$ cat src/rtl/prog_loader_pkg.sv
// Shared constants and state encodings for the UART program loader.
// The frame header byte and both FSM encodings live here so peripherals can share them.
package prog_loader_pkg;

  localparam logic [7:0] HDR_BYTE = 8'hA5;

  typedef enum logic [2:0] {
    ST_IDLE,
    ST_LEN0,
    ST_LEN1,
    ST_DATA,
    ST_CSUM,
    ST_ERR
  } ld_state_e;

  typedef enum logic [1:0] {
    RX_IDLE,
    RX_START,
    RX_DATA,
    RX_STOP
  } rx_state_e;

  // States in which a frame is in progress and the inter-byte timer runs.
  function automatic logic in_frame(ld_state_e s);
    return (s == ST_LEN0) || (s == ST_LEN1) || (s == ST_DATA) || (s == ST_CSUM);
  endfunction

endpackage

$ cat src/rtl/prog_loader_uart_rx.sv
// 8N1 UART receiver with a 2-flop input synchronizer, start-bit re-check at mid-bit,
// and single-cycle byte-valid / framing-error pulses.
module uart_rx
  import prog_loader_pkg::*;
#(
  parameter int CLK_FREQ = 100000000,
  parameter int BAUD     = 115200
) (
  input  logic       clk,
  input  logic       rst,
  input  logic       rx_i,
  output logic       byte_valid_o,
  output logic [7:0] byte_o,
  output logic       frame_err_o
);

  localparam int DIV   = CLK_FREQ / BAUD;
  localparam int CNT_W = $clog2(DIV + 1);
  localparam logic [CNT_W-1:0] HALF_M1 = CNT_W'(DIV / 2 - 1);
  localparam logic [CNT_W-1:0] FULL_M1 = CNT_W'(DIV - 1);

  // sync_q[1] is the synchronized line, sync_q[2] its previous value for edge detection.
  logic [2:0]       sync_q, sync_d;
  rx_state_e        state_q, state_d;
  logic [CNT_W-1:0] cnt_q, cnt_d;
  logic [2:0]       bit_q, bit_d;
  logic [7:0]       shift_q, shift_d;
  logic             valid_q, valid_d;
  logic             ferr_q, ferr_d;
  logic             rx_s;
  logic             rx_prev;

  assign rx_s    = sync_q[1];
  assign rx_prev = sync_q[2];

  always_comb begin
    sync_d  = {sync_q[1:0], rx_i};
    state_d = state_q;
    cnt_d   = cnt_q;
    bit_d   = bit_q;
    shift_d = shift_q;
    valid_d = 1'b0;
    ferr_d  = 1'b0;

    case (state_q)
      RX_IDLE: begin
        cnt_d = '0;
        if (rx_prev && !rx_s) begin
          state_d = RX_START;
        end
      end
      RX_START: begin
        if (cnt_q == HALF_M1) begin
          cnt_d = '0;
          bit_d = '0;
          // A start bit that has gone high again by mid-bit is treated as a glitch.
          state_d = rx_s ? RX_IDLE : RX_DATA;
        end else begin
          cnt_d = cnt_q + CNT_W'(1);
        end
      end
      RX_DATA: begin
        if (cnt_q == FULL_M1) begin
          cnt_d   = '0;
          shift_d = {rx_s, shift_q[7:1]};
          bit_d   = bit_q + 3'd1;
          if (bit_q == 3'd7) begin
            state_d = RX_STOP;
          end
        end else begin
          cnt_d = cnt_q + CNT_W'(1);
        end
      end
      RX_STOP: begin
        if (cnt_q == FULL_M1) begin
          cnt_d   = '0;
          state_d = RX_IDLE;
          valid_d = rx_s;
          ferr_d  = !rx_s;
        end else begin
          cnt_d = cnt_q + CNT_W'(1);
        end
      end
      default: begin
        state_d = RX_IDLE;
        cnt_d   = '0;
      end
    endcase
  end

  always_ff @(posedge clk or posedge rst) begin
    if (rst) begin
      sync_q  <= 3'b111;
      state_q <= RX_IDLE;
      cnt_q   <= '0;
      bit_q   <= '0;
      shift_q <= '0;
      valid_q <= 1'b0;
      ferr_q  <= 1'b0;
    end else begin
      sync_q  <= sync_d;
      state_q <= state_d;
      cnt_q   <= cnt_d;
      bit_q   <= bit_d;
      shift_q <= shift_d;
      valid_q <= valid_d;
      ferr_q  <= ferr_d;
    end
  end

  assign byte_valid_o = valid_q;
  assign byte_o       = shift_q;
  assign frame_err_o  = ferr_q;

endmodule

$ cat src/rtl/prog_loader.sv
// UART boot loader: receives an A5 / length / words / checksum frame and writes the
// words into instruction ROM while holding the core stalled.
module prog_loader
  import prog_loader_pkg::*;
#(
  parameter int CLK_FREQ  = 100000000,
  parameter int BAUD      = 115200,
  parameter int ROM_DEPTH = 4096,
  parameter int TIMEOUT   = 1000000
) (
  input  logic        clk_100MHz,
  input  logic        arst,
  input  logic        uart_rx_i,
  output logic        hold_o,
  output logic        rom_w_ena_o,
  output logic [31:0] rom_w_addr_o,
  output logic [31:0] rom_w_data_o,
  output logic        boot_done_o,
  output logic        boot_err_o
);

  localparam int TO_W = $clog2(TIMEOUT + 1);

  logic       rx_valid;
  logic [7:0] rx_byte;
  logic       rx_ferr;

  uart_rx #(
    .CLK_FREQ(CLK_FREQ),
    .BAUD    (BAUD)
  ) u_uart_rx (
    .clk         (clk_100MHz),
    .rst         (arst),
    .rx_i        (uart_rx_i),
    .byte_valid_o(rx_valid),
    .byte_o      (rx_byte),
    .frame_err_o (rx_ferr)
  );

  ld_state_e         state_q, state_d;
  logic [15:0]       len_q, len_d;
  logic [15:0]       word_cnt_q, word_cnt_d;
  logic [1:0]        byte_idx_q, byte_idx_d;
  logic [31:0]       word_q, word_d;
  logic [31:0]       next_addr_q, next_addr_d;
  logic [7:0]        csum_q, csum_d;
  logic [TO_W-1:0]   idle_cnt_q, idle_cnt_d;
  logic              hold_q, hold_d;
  logic              err_q, err_d;
  logic              done_q, done_d;
  logic              w_ena_q, w_ena_d;
  logic [31:0]       w_addr_q, w_addr_d;
  logic [31:0]       w_data_q, w_data_d;

  logic              active;
  logic              timeout;
  logic [15:0]       n_words;
  logic [31:0]       asm_word;

  assign active   = in_frame(state_q);
  assign n_words  = {rx_byte, len_q[7:0]};
  assign asm_word = {rx_byte, word_q[31:8]};
  // A byte arriving in the same cycle as expiry wins over the timeout.
  assign timeout  = active && !rx_valid && (idle_cnt_q == TO_W'(TIMEOUT - 1));

  always_comb begin
    state_d     = state_q;
    len_d       = len_q;
    word_cnt_d  = word_cnt_q;
    byte_idx_d  = byte_idx_q;
    word_d      = word_q;
    next_addr_d = next_addr_q;
    csum_d      = csum_q;
    hold_d      = hold_q;
    err_d       = err_q;
    done_d      = 1'b0;
    w_ena_d     = 1'b0;
    w_addr_d    = w_addr_q;
    w_data_d    = w_data_q;

    if (active && !rx_valid) begin
      idle_cnt_d = idle_cnt_q + TO_W'(1);
    end else begin
      idle_cnt_d = '0;
    end

    if (rx_valid) begin
      case (state_q)
        ST_IDLE, ST_ERR: begin
          if (rx_byte == HDR_BYTE) begin
            state_d     = ST_LEN0;
            hold_d      = 1'b1;
            err_d       = 1'b0;
            csum_d      = '0;
            word_cnt_d  = '0;
            byte_idx_d  = '0;
            next_addr_d = '0;
          end
        end
        ST_LEN0: begin
          len_d   = {8'h00, rx_byte};
          state_d = ST_LEN1;
        end
        ST_LEN1: begin
          len_d = n_words;
          if (32'(n_words) > 32'(ROM_DEPTH)) begin
            state_d = ST_ERR;
            err_d   = 1'b1;
          end else if (n_words == 16'd0) begin
            state_d = ST_CSUM;
          end else begin
            state_d = ST_DATA;
          end
        end
        ST_DATA: begin
          word_d     = asm_word;
          csum_d     = csum_q + rx_byte;
          byte_idx_d = byte_idx_q + 2'd1;
          if (byte_idx_q == 2'd3) begin
            w_ena_d     = 1'b1;
            w_addr_d    = next_addr_q;
            w_data_d    = asm_word;
            next_addr_d = next_addr_q + 32'd4;
            word_cnt_d  = word_cnt_q + 16'd1;
            if ((word_cnt_q + 16'd1) == len_q) begin
              state_d = ST_CSUM;
            end
          end
        end
        ST_CSUM: begin
          if (rx_byte == csum_q) begin
            state_d = ST_IDLE;
            done_d  = 1'b1;
            hold_d  = 1'b0;
          end else begin
            state_d = ST_ERR;
            err_d   = 1'b1;
          end
        end
        default: begin
          state_d = ST_IDLE;
        end
      endcase
    end else if ((rx_ferr && active) || timeout) begin
      state_d = ST_ERR;
      err_d   = 1'b1;
      hold_d  = 1'b1;
    end
  end

  always_ff @(posedge clk_100MHz or posedge arst) begin
    if (arst) begin
      state_q     <= ST_IDLE;
      len_q       <= '0;
      word_cnt_q  <= '0;
      byte_idx_q  <= '0;
      word_q      <= '0;
      next_addr_q <= '0;
      csum_q      <= '0;
      idle_cnt_q  <= '0;
      hold_q      <= 1'b0;
      err_q       <= 1'b0;
      done_q      <= 1'b0;
      w_ena_q     <= 1'b0;
      w_addr_q    <= '0;
      w_data_q    <= '0;
    end else begin
      state_q     <= state_d;
      len_q       <= len_d;
      word_cnt_q  <= word_cnt_d;
      byte_idx_q  <= byte_idx_d;
      word_q      <= word_d;
      next_addr_q <= next_addr_d;
      csum_q      <= csum_d;
      idle_cnt_q  <= idle_cnt_d;
      hold_q      <= hold_d;
      err_q       <= err_d;
      done_q      <= done_d;
      w_ena_q     <= w_ena_d;
      w_addr_q    <= w_addr_d;
      w_data_q    <= w_data_d;
    end
  end

  assign hold_o       = hold_q;
  assign boot_err_o   = err_q;
  assign boot_done_o  = done_q;
  assign rom_w_ena_o  = w_ena_q;
  assign rom_w_addr_o = w_addr_q;
  assign rom_w_data_o = w_data_q;

endmodule

$ cat config.mk
export PLATFORM = sky130hd
export DESIGN_NAME = prog_loader
export DESIGN_NICKNAME = d
export VERILOG_FILES = /design/src/rtl/prog_loader_pkg.sv /design/src/rtl/prog_loader_uart_rx.sv /design/src/rtl/prog_loader.sv
export SDC_FILE = /design/constraint.sdc
export NUM_CORES = 1
export LEC_CHECK = 0
export CORE_MARGIN = 10
export CORE_UTILIZATION = 35
export CTS_CLUSTER_SIZE = 40
export DETAILED_ROUTE_END_ITERATION = 7
export HOLD_SLACK_MARGIN = 0.02
export MAX_ROUTING_LAYER = met4
export PLACE_DENSITY_LB_ADDON = 0.05
export SKIP_LAST_GASP = 1
export SLEW_MARGIN = 10
export SYNTH_ARGS = -nofsm -noshare
export SYNTH_HDL_FRONTEND = slang
export SYNTH_SLANG_ARGS = --single-unit
$ cat constraint.sdc
create_clock -name clk_100MHz -period 9.5 [get_ports clk_100MHz]
set_clock_uncertainty 0.15 [all_clocks]
set_input_delay 1.425 -clock clk_100MHz [delete_from_list [all_inputs] [get_ports clk_100MHz]]
set_output_delay 1.425 -clock clk_100MHz [all_outputs]
set_load 0.05 [all_outputs]
Yosys cells after proc, flatten, opt, wreduce, memory -nomap -nowiden
Cells that the tools add are included.
{"block": "totals", "register_bits": 225, "output_inout_bits": 68, "input_bits": 3}
{"block": "classes", "muxes": 54, "reduce_logical": 31, "order_cmp": 1, "eq_ne": 31, "n_bitwise": 1, "add_sub_neg": 7}
{"op": "$mux W32", "n": 2}
{"op": "$pmux W16 S2", "n": 2}
{"op": "$pmux W32 S2", "n": 1}
{"op": "$add A32 B3 Y32 const B", "n": 1}
{"op": "$mux W16", "n": 2}
{"op": "$mux W3", "n": 10}
{"op": "$pmux W10 S3", "n": 1}
{"op": "$ne A3 B3 Y1 const B", "n": 7}
{"op": "$add A20 B1 Y20 const B", "n": 1}
{"op": "$eq A20 B20 Y1 const B", "n": 1}
{"op": "$mux W10", "n": 2}
{"op": "$mux W20", "n": 1}
{"op": "$mux W1", "n": 18}
{"op": "$add A16 B1 Y16 const B", "n": 1}
{"op": "$eq A16 B16 Y1", "n": 1}
{"op": "$gt A16 B13 Y1 const B", "n": 1}
{"op": "$logic_not A16 Y1", "n": 1}
{"op": "$pmux W8 S2", "n": 1}
{"op": "$pmux W3 S5", "n": 1}
{"op": "$mux W2", "n": 7}
{"op": "$ne A2 B1 Y1 const B", "n": 6}
{"op": "$reduce_and A3 Y1", "n": 4}
{"op": "$reduce_and A4 Y1", "n": 3}
{"op": "$add A10 B1 Y10 const B", "n": 1}
{"op": "30 further kinds", "n": 49}

Longest topological paths before layout
{"block": "depth", "ltp_word": 9, "depth_mapped": 10}

Modules after synthesis
From an unflattened synthesis, not the netlist that was laid out.
{"block": "unflattened", "cells_unflattened": 1096, "hier_area_um2": 10119.7}
{"module": "prog_loader", "seq_area_each_um2": 4629.4, "area_per_inst_um2": 8807.2, "n_inst": 1, "cells_per_inst": 986}
{"module": "uart_rx", "seq_area_each_um2": 704.4, "area_per_inst_um2": 1312.5, "n_inst": 1, "cells_per_inst": 110}

Worst setup path before layout
OpenSTA, ideal clock, no wires.
{"block": "synth_timing", "kind": "register -> register", "start": "register word_cnt_q[0]", "end": "register state_q[1]", "setup_time_ns": 0.120, "required_ns": 9.230, "setup_slack_ns": 6.706, "stages_incl_launch_ff": 10, "t_arrival_ns": 2.525, "n_path_buf": 1, "synth_period_minus_slack_ns": 2.794, "path_cell_list": "dfrtp_1 -> ha_1 -> and4_1 -> buf_2 -> a31oi_1 -> or3_1 -> or4_1 -> nor4_1 -> nand4_1 -> a31o_1"}
{"block": "synth_via", "elab_chain_len": 4}
{"element": "start: declaration", "line_no": "prog_loader.sv:42", "text": "logic [15:0] word_cnt_q, word_cnt_d;"}
{"element": "start signal: assignment", "line_no": "prog_loader.sv:170", "text": "word_cnt_q <= word_cnt_d;"}
{"element": "$add A16 B1 Y16", "line_no": "prog_loader.sv:125", "text": "if ((word_cnt_q + 16'd1) == len_q) begin"}
{"element": "$eq A16 B16 Y1", "line_no": "prog_loader.sv:125"}
{"element": "$ne A3 B3 Y1 (no source line)"}
{"element": "$reduce_and A4 Y1 (no source line)"}
{"element": "end signal: assignment", "line_no": "prog_loader.sv:168", "text": "state_q <= state_d;"}
{"element": "end: declaration", "line_no": "prog_loader.sv:40", "text": "ld_state_e state_q, state_d;"}
Every way passes these cells.
A chain may end at the register's enable or synchronous reset.

Worst setup path after layout
{"block": "layout_timing", "start": "register state_q[0]", "end": "register w_addr_q[25] (netlist: rom_w_addr_o[25])"}
{"block": "layout_via", "elab_chain_len": 2}
{"element": "$eq A3 B2 Y1", "line_no": "prog_loader.sv:88", "text": "case (state_q)"}
{"element": "$reduce_and A3 Y1 (no source line)"}
{"element": "end signal: assignment", "line_no": "prog_loader.sv:180", "text": "w_addr_q <= w_addr_d;"}
{"element": "end: declaration", "line_no": "prog_loader.sv:52", "text": "logic [31:0] w_addr_q, w_addr_d;"}
Every way passes these cells.

==> results by group <==
Floorplan
  – Die height: 189 um
  – Core ar.: 28,000 sq um
  – Total I/O pin count: 71
  – Die area: 35,800 sq um
  – Row count: 61
  – Die W: approximately 190 um
  – Initial Utilization: 0.358

Global route
  – Total gr overflow: 0
  – Global-route wire length before repair: slightly above 40 mm
  – Total GRT Usage: 0.142
  – Number of global-route vias before repair: about 7,600
  – Antenna violations before repair: 0
  – Largest net degree at the start of global routing: 105

Worst setup path
  – Crit path kind: reg2reg
  – Worst path buffer plus inverter count: 3
  – Worst Path Required: about 10 ns
  – R2R Setup Slk: 6.03 ns
  – CP Capture Type: flop
  – RR Endpoint: rom_w_addr_o[25]
  – Most frequent cell on the critical path: nand2_1
  – Worst EP arrival: 3.78 ns
  – Reg2Reg Launch Point: state_q[0]
  – FF-to-FF path depth: 8
  – Critical Path Max Stage Delay: roughly 0.95 ns
  – Top delay family on crit path: simple AND/OR/NAND/NOR gates
  – CP Launch Type: flop
  – Worst Path Max Fanout: 62
  – CP Cell Sequence: inv_1 > nor2_1 > and3_1 > nand2_2 > inv_2 > buf_4 > nand2_1 > nand2_1
  – Worst path slowest cell: and3_1

Pwr
  – Worst VDD drop: 142 uV
  – LEAKAGE: 5.67 nW
  – Pwr dens: 170 nW/um^2
  – Tot Pwr: 2.02 mW

Clock network
  – CTS tree: yes
  – Post-CTS Setup Bufs: 0
  – CTS Hold Bufs: 0
  – Htree depth: 1
  – PostCTS Resize Cnt: 0
  – Cts bufs inserted: 26
  – Clk buf depth: 3
  – CTS Sinks: 213
  – Worst-path clk slew: 0.06 ns
  – Root buffer cell: clkbuf_16
  – Clk_lat worst skew: 0.53 ns

Worst hold path
  – Cell count of the worst hold path: 0
  – HP Class: reg2reg
  – Critical hold path startpoint: u_uart_rx.sync_q[0]
  – End of the worst hold path: u_uart_rx.sync_q[1]

STA
  – WHS: between 0.2 and 0.25 ns
  – Final hold vios: 0
  – Tmin final: 3.47 ns
  – Slew headroom: 0.251
  – Final period util: 0.366
  – Final TNS setup: 0 ns
  – Worst slew pin tran: 1.12 ns
  – Unrepaired setup endpoints after global routing: no
  – Max Slew Vio Count: 0
  – Max Fclk: 288 MHz
  – Final setup margin: 6.03 ns
  – Final setup violation count: 0

Logic synthesis
  – Ys flop type: dfrtp_1
  – Synth warnings: 0
  – EDFF count, synth: 0
  – Synthesized flop and latch total: 213
  – Sequential share of the synthesized area: 0.532
  – Syn Area/Cell: 9.31 sq um
  – Post-synthesis cell count: 1,077
  – Async set-reset flop share out of synthesis: 1.00
  – Distinct cells, synth: 63
  – Synthesized area: approximately 10,000 sq um

Placed design
  – Pre-CTS WS: 5.94 ns
  – Detail Placement HPWL: 15.8 mm
  – GP Congestion: 0.837
  – Input/output buffers: 68

Detailed routing
  – Via count: around 7,500
  – Starting DRT DRC Count: roughly 410
  – Vias per cell: 4.90
  – Drt pass-1 iters: 4
  – Total routed wirelength: 24.5 mm
  – Final antenna-violating net count: 0
  – DR WL/cell: 16.1 um
  – DRC: 0

Finish
  – Nets@finish: 1,151
  – Ant diodes: 0
  – Final core occ: 0.424
  – Area Growth Syn to Fin: 18.5%
  – Share of cells above drive strength 1: 0.0690

Flow run
  – Max-cap violations: 0

Status
  – Outcome: complete, no violations
[report_power, final]
| part | total [mW] | leakage [nW] | internal [mW] | switching [mW] |
|---|---|---|---|---|
| Sequential | 0.929 | 2.96 | 0.919 | 0.0105 |
| Clock | 1.00 | 0.428 | 0.621 | 0.381 |
| Combinational | 0.0920 | 2.28 | 0.0275 | 0.0645 |
[synth_stat cells (5+ instances only)]
| master | instances | area share |
|---|---|---|
| nand3_1 | 34 | 0.017 |
| inv_1 | 18 | 0.0067 |
| a31oi_1 | 7 | 0.0044 |
| clkbuf_1 | 36 | 0.013 |
| o31ai_1 | 7 | 0.0052 |
| nor2_1 | 76 | 0.028 |
| ha_1 | 19 | 0.024 |
| nand4_1 | 20 | 0.012 |
| a21oi_1 | 31 | 0.015 |
| or3_1 | 9 | 0.0056 |
| and2_1 | 6 | 0.0037 |
| xor2_1 | 41 | 0.036 |
| nand2_1 | 317 | 0.12 |
| nor2b_1 | 10 | 0.0062 |
| nand2b_1 | 5 | 0.0031 |
| xnor2_1 | 31 | 0.027 |
| nand4b_1 | 5 | 0.0044 |
| and3_1 | 20 | 0.012 |
| and4_1 | 9 | 0.0079 |
| mux2_2 | 16 | 0.018 |
| a22o_1 | 7 | 0.0061 |
| buf_2 | 8 | 0.0040 |
| dfrtp_1 | 210 | 0.52 |
| nor4_1 | 6 | 0.0037 |
| nor3_1 | 8 | 0.0040 |
| o21ai_0 | 57 | 0.028 |
[layout make-up]
cell class | instances | area, sq um
Fill cell | 2822 | 16100
Sequential cell | 213 | 5330
Multi-Input combinational cell | 795 | 4420
Clock buffer | 37 | 742
Timing Repair Buffer | 73 | 718
Tap cell | 378 | 473
Clock inverter | 8 | 126
Inverter | 19 | 78.8
[registers in the layout (all words and copies together), names as in the netlist]
name,cells
word_cnt_q,16
rom_w_ena_o,1
boot_err_o,1
u_uart_rx.state_q,2
next_addr_q,30
u_uart_rx.bit_q,3
boot_done_o,1
byte_idx_q,2
u_uart_rx.byte_valid_o,1
u_uart_rx.cnt_q,10
len_q,16
u_uart_rx.frame_err_o,1
rom_w_data_o,32
hold_o,1
idle_cnt_q,20
u_uart_rx.byte_o,8
word_q,24
u_uart_rx.sync_q,3
csum_q,8
state_q,3
rom_w_addr_o,30
[how the worst max path moves through the flow]
stage	from	end	slack, ns	depth (start not counted)
finish	state_q[0]	rom_w_addr_o[25]	6.03	8
detailed placement	state_q[0]	rom_w_addr_o[25]	5.94	8
floorplan	arst	boot_done_o	2.11	1
global placement	arst	word_cnt_q[10]	5.98	3
global route	state_q[0]	rom_w_addr_o[10]	5.56	8
CTS	state_q[0]	rom_w_addr_o[25]	5.92	8
[cell families after synthesis]
| kind of cell | count (synthesis) | synth area share |
|---|---|---|
| compound gates | 138 | 0.0838 |
| xor+xnor | 72 | 0.0629 |
| fa+ha+maj | 20 | 0.0257 |
| buf+inv | 70 | 0.0291 |
| flops | 213 | 0.532 |
| mux | 18 | 0.0201 |
| other cells | 1 | 0.000374 |
| simple gates | 545 | 0.246 |
[placed cells by master, fill, tap and decap left out, types with 7 or more instances in the layout]
cell,synthesis,layout
nand2_1,317,316
dfrtp_1,210,210
nor2_1,76,76
clkdlybuf4s50_1,0,68
o21ai_0,57,57
xor2_1,41,41
nand3_1,34,33
xnor2_1,31,31
a21oi_1,31,31
clkbuf_16,0,26
and3_1,20,20
nand4_1,20,20
ha_1,19,19
inv_1,18,17
mux2_2,16,16
nor2b_1,10,10
or3_1,9,9
and4_1,9,9
nor3_1,8,8
a22o_1,7,7
a31oi_1,7,7
o31ai_1,7,7
[metal layers]
layer / wire, um / GRT usage
met1: 12000 / 0.189
met5: 0 / -
met3: 849 / 0.0209
met4: 527 / 0.0348
met2: 11200 / 0.222
[metrics by stage]
stage	instances	instance area (sq um)
2_1_floorplan	1078	10000
3_3_place_gp	1478	11000
3_5_place_dp	1478	11000
4_1_cts	1523	11900
5_1_grt	1523	11900
6_report	1523	11900
(Power assumes the default switching activity.)
